$ cat src/rtl/add_serial.sv
// Digit-serial adder/subtractor: one DIGIT-wide ripple slice is reused for
// WIDTH/DIGIT cycles, least-significant digit first.
module add_serial #(
   parameter int WIDTH = 16,
   parameter int DIGIT = 4
) (
   input  logic             clk,
   input  logic             rst,
   input  logic             start,
   output logic             ready,
   input  logic [WIDTH-1:0] a,
   input  logic [WIDTH-1:0] b,
   input  logic             sub,
   input  logic             cin,
   output logic [WIDTH-1:0] out,
   output logic             carry,
   output logic             overflow,
   output logic             zero,
   output logic             done
);

   localparam int N  = WIDTH / DIGIT;
   localparam int CW = (N > 1) ? $clog2(N) : 1;
   localparam logic [CW-1:0] LAST = CW'(N - 1);

   typedef enum logic {IDLE, RUN} state_t;

   state_t           state_q;
   logic [CW-1:0]    cnt_q;
   logic [WIDTH-1:0] a_q, b_q, out_q;
   logic             c_q, carry_q, ovf_q, zero_q, done_q, ready_q;

   logic [DIGIT-1:0] sum_d;
   logic             cout_d, cmsb_d;
   logic [WIDTH-1:0] res_d;

   // Operands shift right each RUN cycle so the slice always sees bits [DIGIT-1:0].
   always_comb begin
      {cout_d, sum_d} = {1'b0, a_q[DIGIT-1:0]} + {1'b0, b_q[DIGIT-1:0]}
                        + {{DIGIT{1'b0}}, c_q};
      // Carry into the digit MSB recovered from the sum bit; only meaningful on the last digit.
      cmsb_d = a_q[DIGIT-1] ^ b_q[DIGIT-1] ^ sum_d[DIGIT-1];
      res_d  = out_q;
      res_d[cnt_q*DIGIT +: DIGIT] = sum_d;
   end

   always_ff @(posedge clk or posedge rst) begin
      if (rst) begin
         state_q <= IDLE;
         cnt_q   <= '0;
         a_q     <= '0;
         b_q     <= '0;
         c_q     <= 1'b0;
         out_q   <= '0;
         carry_q <= 1'b0;
         ovf_q   <= 1'b0;
         zero_q  <= 1'b0;
         done_q  <= 1'b0;
         ready_q <= 1'b1;
      end else begin
         done_q <= 1'b0;
         case (state_q)
            IDLE: begin
               if (start) begin
                  a_q     <= a;
                  b_q     <= sub ? ~b : b;
                  c_q     <= sub | cin;
                  cnt_q   <= '0;
                  state_q <= RUN;
                  ready_q <= 1'b0;
               end
            end
            RUN: begin
               out_q <= res_d;
               c_q   <= cout_d;
               a_q   <= a_q >> DIGIT;
               b_q   <= b_q >> DIGIT;
               cnt_q <= cnt_q + 1'b1;
               if (cnt_q == LAST) begin
                  state_q <= IDLE;
                  done_q  <= 1'b1;
                  ready_q <= 1'b1;
                  carry_q <= cout_d;
                  ovf_q   <= cmsb_d ^ cout_d;
                  zero_q  <= (res_d == '0);
               end
            end
            default: state_q <= IDLE;
         endcase
      end
   end

   assign ready    = ready_q;
   assign out      = out_q;
   assign carry    = carry_q;
   assign overflow = ovf_q;
   assign zero     = zero_q;
   assign done     = done_q;

endmodule

$ cat config.mk
export PLATFORM = sky130hd
export DESIGN_NAME = add_serial
export DESIGN_NICKNAME = d
export VERILOG_FILES = /design/src/rtl/add_serial.sv
export SDC_FILE = /design/constraint.sdc
export NUM_CORES = 1
export LEC_CHECK = 0
export ABC_AREA = 0
export BUFFER_PORTS_ARGS = -buffer_cell sky130_fd_sc_hd__buf_2
export CORE_MARGIN = 4
export CORE_UTILIZATION = 25
export DETAILED_ROUTE_END_ITERATION = 8
export PLACE_DENSITY = 0.52
export SETUP_SLACK_MARGIN = 0.02
export SLEW_MARGIN = 40
export SYNTH_ARGS = -nofsm -noshare
export SYNTH_HDL_FRONTEND = slang
export SYNTH_SLANG_ARGS = --single-unit
export TNS_END_PERCENT = 1
$ cat constraint.sdc
create_clock -name clk -period 3 [get_ports clk]
set_input_delay 0.45 -clock clk [delete_from_list [all_inputs] [get_ports clk]]
set_output_delay 0.45 -clock clk [all_outputs]
set_load 0.005 [all_outputs]
==> results by group <==
Status
  • Run status: completed

Yosys
  • Mapped Area: ~3000 µm²
  • Top cells by area, synth: dfrtp_1, o21ai_0, nand2_1
  • EDFF count, synth: 0
  • Cell taking the most area after synthesis: dfrtp_1
  • Cell count after synthesis: between 300 and 400
  • Synth cell types: 42
  • Syn nets: 356
  • Most used DFF post-synth: dfrtp_1
  • Share of the yosys chip area belonging to registers: 0.484
  • Register bit count reported by yosys: 57
  • Async S/R FF share, synth: 1.00
  • Syn avg cell area: ~9.6 µm²
  • Share of the synthesized area in the top cell type: 0.475
  • Syn. warnings: 0

Setup path
  • CP arrival: roughly 2.6 ns
  • WS Path Type: reg -> reg
  • R2R depth: 7
  • Crit-path max FO: 8
  • Crit end category: flip-flop
  • Type of origin of the critical path: flip-flop
  • Worst path required time: between 3 and 4 ns

GRT
  • Vias in the first global route: between 2000 and 2500
  • First-pass GRT wire length: about 11 mm
  • Initial antenna violation count: 0
  • Gr ovfl total: 0
  • All-Layer GR Usage: 0.106
  • Largest net degree at the start of global routing: between 70 and 80

Clock network
  • Num Clock Sinks: between 50 and 60
  • CTS tree: yes
  • Post-cts repair resize count: 0
  • Cts hold-fix bufs: 0
  • Worst-path clk slew: around 0.05 ns
  • Clock latency on the worst-skew pair: around 0.32 ns
  • Postcts setup bufs: 0
  • H-tree depth: 3
  • Clock Root Buffer: clkbuf_16
  • Total CTS buffers: 9
  • CTS Buffer Depth: 2

Run
  • Max-cap viol count: 0

Layout
  • Diodes inserted: 0
  • Final Util: 0.320
  • Net count, final: around 410
  • Area grow syn2layout: 24.5%
  • Layout cells sized above 1: 0.240
  • Final instance area: around 3700 µm²

Timing
  • Final setup viols: 0
  • Setup TNS: 0 ns
  • Period utilisation layout: 0.795
  • RSZ-0062 raised after global routing: no
  • Slew HR: 0.563
  • Post-route minimum period: about 2.4 ns
  • Final Max Slew Viols: 0
  • Achievable Freq: roughly 420 MHz
  • Hold Violations, Final: 0
  • Worst Max-Slew Pin Slew: ~0.66 ns
  • Worst Clk Skew: approximately 0.0092 ns

Place
  • Port-buffer cells: 57
  • Hpwl dp: 4.90 mm
  • Routability congestion estimate: a little under 0.8
  • Placed cell area: ~3400 µm²

Power and ir drop
  • Pwr Density: 959 nW/µm²
  • Net switching power: approximately 1.3 mW
  • Sequential share of power: 0.350
  • Combinational share of power: 0.366
  • Switching share of power: 0.358
  • Pint: around 2.3 mW
  • Leakage: approximately 1.7 nW
  • Clock share of power: 0.284
  • VDD IR max: about 0.37 mV

Detailed routing
  • WL/cell: ~13 µm
  • DR DRC count: 0
  • Routed via count: 2349
  • Detailed Route Iter0 Violations: 149
  • WL final: between 6 and 7 mm
  • Post-route antenna net violation count: 0
  • Vias per inst: around 4.6
  • Drt first pass iters: 4

Floorplan
  • Ports: 58
  • Core ar.: around 11000 µm²
  • Die H: 117 µm
  • Initial Util: 0.257
  • Die X: roughly 120 µm
  • Die ar.: around 14000 µm²
  • # rows: 39

Hold path
  • Min-Delay Path Class: in -> async
state kept, by name (all words and copies together) (netlist names):
| register | cells |
|---|---|
| ready | 1 |
| carry | 1 |
| state_q | 1 |
| overflow | 1 |
| b_q | 16 |
| done | 1 |
| a_q | 16 |
| c_q | 1 |
| zero | 1 |
| cnt_q | 2 |
| out | 16 |
cells in the final DEF, fill, tap and decap left out, types with 2 or more instances in the layout:
| cell | synthesis | routed |
|---|---|---|
| or3b_2 | 2 | 2 |
| nor2b_1 | 3 | 3 |
| a31oi_1 | 2 | 2 |
| clkinv_2 | 0 | 2 |
| nand3b_1 | 2 | 2 |
| clkbuf_16 | 0 | 9 |
| a21oi_1 | 5 | 5 |
| inv_1 | 11 | 10 |
| dfrtp_1 | 56 | 55 |
| buf_4 | 1 | 4 |
| ha_1 | 9 | 9 |
| buf_2 | 3 | 57 |
| o31ai_1 | 7 | 7 |
| mux2_2 | 2 | 2 |
| and4bb_2 | 2 | 2 |
| xnor2_1 | 16 | 16 |
| fa_1 | 2 | 2 |
| o21ai_0 | 51 | 51 |
| clkbuf_8 | 0 | 2 |
| nor3_1 | 3 | 3 |
| a211oi_1 | 5 | 5 |
| nor4_1 | 2 | 2 |
| mux2i_1 | 18 | 18 |
| nor2_1 | 14 | 14 |
| nand2_1 | 61 | 61 |
worst max-delay path, cell delays in order (launching register included):
cell      delay [ns]
dfrtp_1         0.37
fa_1            0.21
inv_1           0.06
fa_1            0.64
nor2b_1         0.18
o32ai_1         0.09
a2111o_1        0.41
o41ai_2         0.33
kinds of logic (layout without fill, tap and decap cells):
family / after synthesis / after routing / synth area share
adder cells (fa/ha/maj): 11 / 11 / 0.0517
AND/OR/NAND/NOR: 98 / 98 / 0.155
multiplexers: 20 / 20 / 0.0687
flip-flops: 57 / 57 / 0.484
AO/OA/AOI/OAI: 77 / 77 / 0.153
XOR/XNOR: 17 / 17 / 0.0504
buffers and inverters: 28 / 87 / 0.0382
area by class of cell:
class / count / area [µm²]
Tap cell: 143 / 179
Sequential cell: 57 / 1430
Clock buffer: 12 / 256
Timing Repair Buffer: 61 / 315
Clock inverter: 3 / 40.0
Inverter: 11 / 43.8
Fill cell: 1208 / 7790
Multi-Input combinational cell: 223 / 1410
stage by stage:
| step | std cells | power (mW) | worst slack (ns) | hold WS, ns |
|---|---|---|---|---|
| after global routing | 510 | 3.82 | 0.445 | 0.247 |
| after global placement | 495 | 2.53 | 0.718 | 0.460 |
| final | 510 | 3.53 | 0.615 | 0.190 |
| after CTS | 510 | 3.58 | 0.638 | 0.208 |
| after floorplan | 308 | 2.14 | 0.811 | 0.445 |
| after detailed placement | 495 | 2.56 | 0.660 | 0.458 |
cell usage after synthesis (2+ instances only):
master,number
o21ai_0,51
dfrtp_1,56
nor4_1,2
a211oi_1,5
or3b_2,2
and4bb_2,2
mux2i_1,18
nand3b_1,2
buf_2,3
xnor2_1,16
ha_1,9
fa_1,2
nor2_1,14
o31ai_1,7
clkbuf_1,10
nor3_1,3
a31oi_1,2
buf_1,3
nand2_1,61
mux2_2,2
nor2b_1,3
inv_1,11
a21oi_1,5
per-layer routing:
metal,up-vias,wire length [µm],track usage
li1,1176,-,-
met1,1090,3150,0.140
met2,71,3170,0.163
met3,12,411,0.0337
met4,0,116,0.0420
met5,-,0,0
power groups by stage:
stage	Clock [mW]	Sequential [mW]	Combinational, mW
2_1_floorplan	0	1.21	0.933
3_3_place_gp	0	1.24	1.29
3_5_place_dp	0	1.25	1.31
4_1_cts	1.04	1.24	1.31
5_1_grt	1.07	1.28	1.48
6_report	1.00	1.24	1.29
final timing paths:
kind	startpoint	to	slack, ns
min	rst	done$_DFF_PP0_	0.19
min reg2reg	carry$_DFFE_PP0P_	carry$_DFFE_PP0P_	0.47
max reg2reg	b_q[0]$_DFFE_PP0P_	zero$_DFFE_PP0P_	0.62
max	b_q[0]$_DFFE_PP0P_	zero$_DFFE_PP0P_	0.62
max in group asynchronous	rst	a_q[3]$_DFFE_PP0P_	2.26
min in group clk	a[14]	a_q[14]$_DFFE_PP0P_	0.37
(Power assumes the default switching activity.)
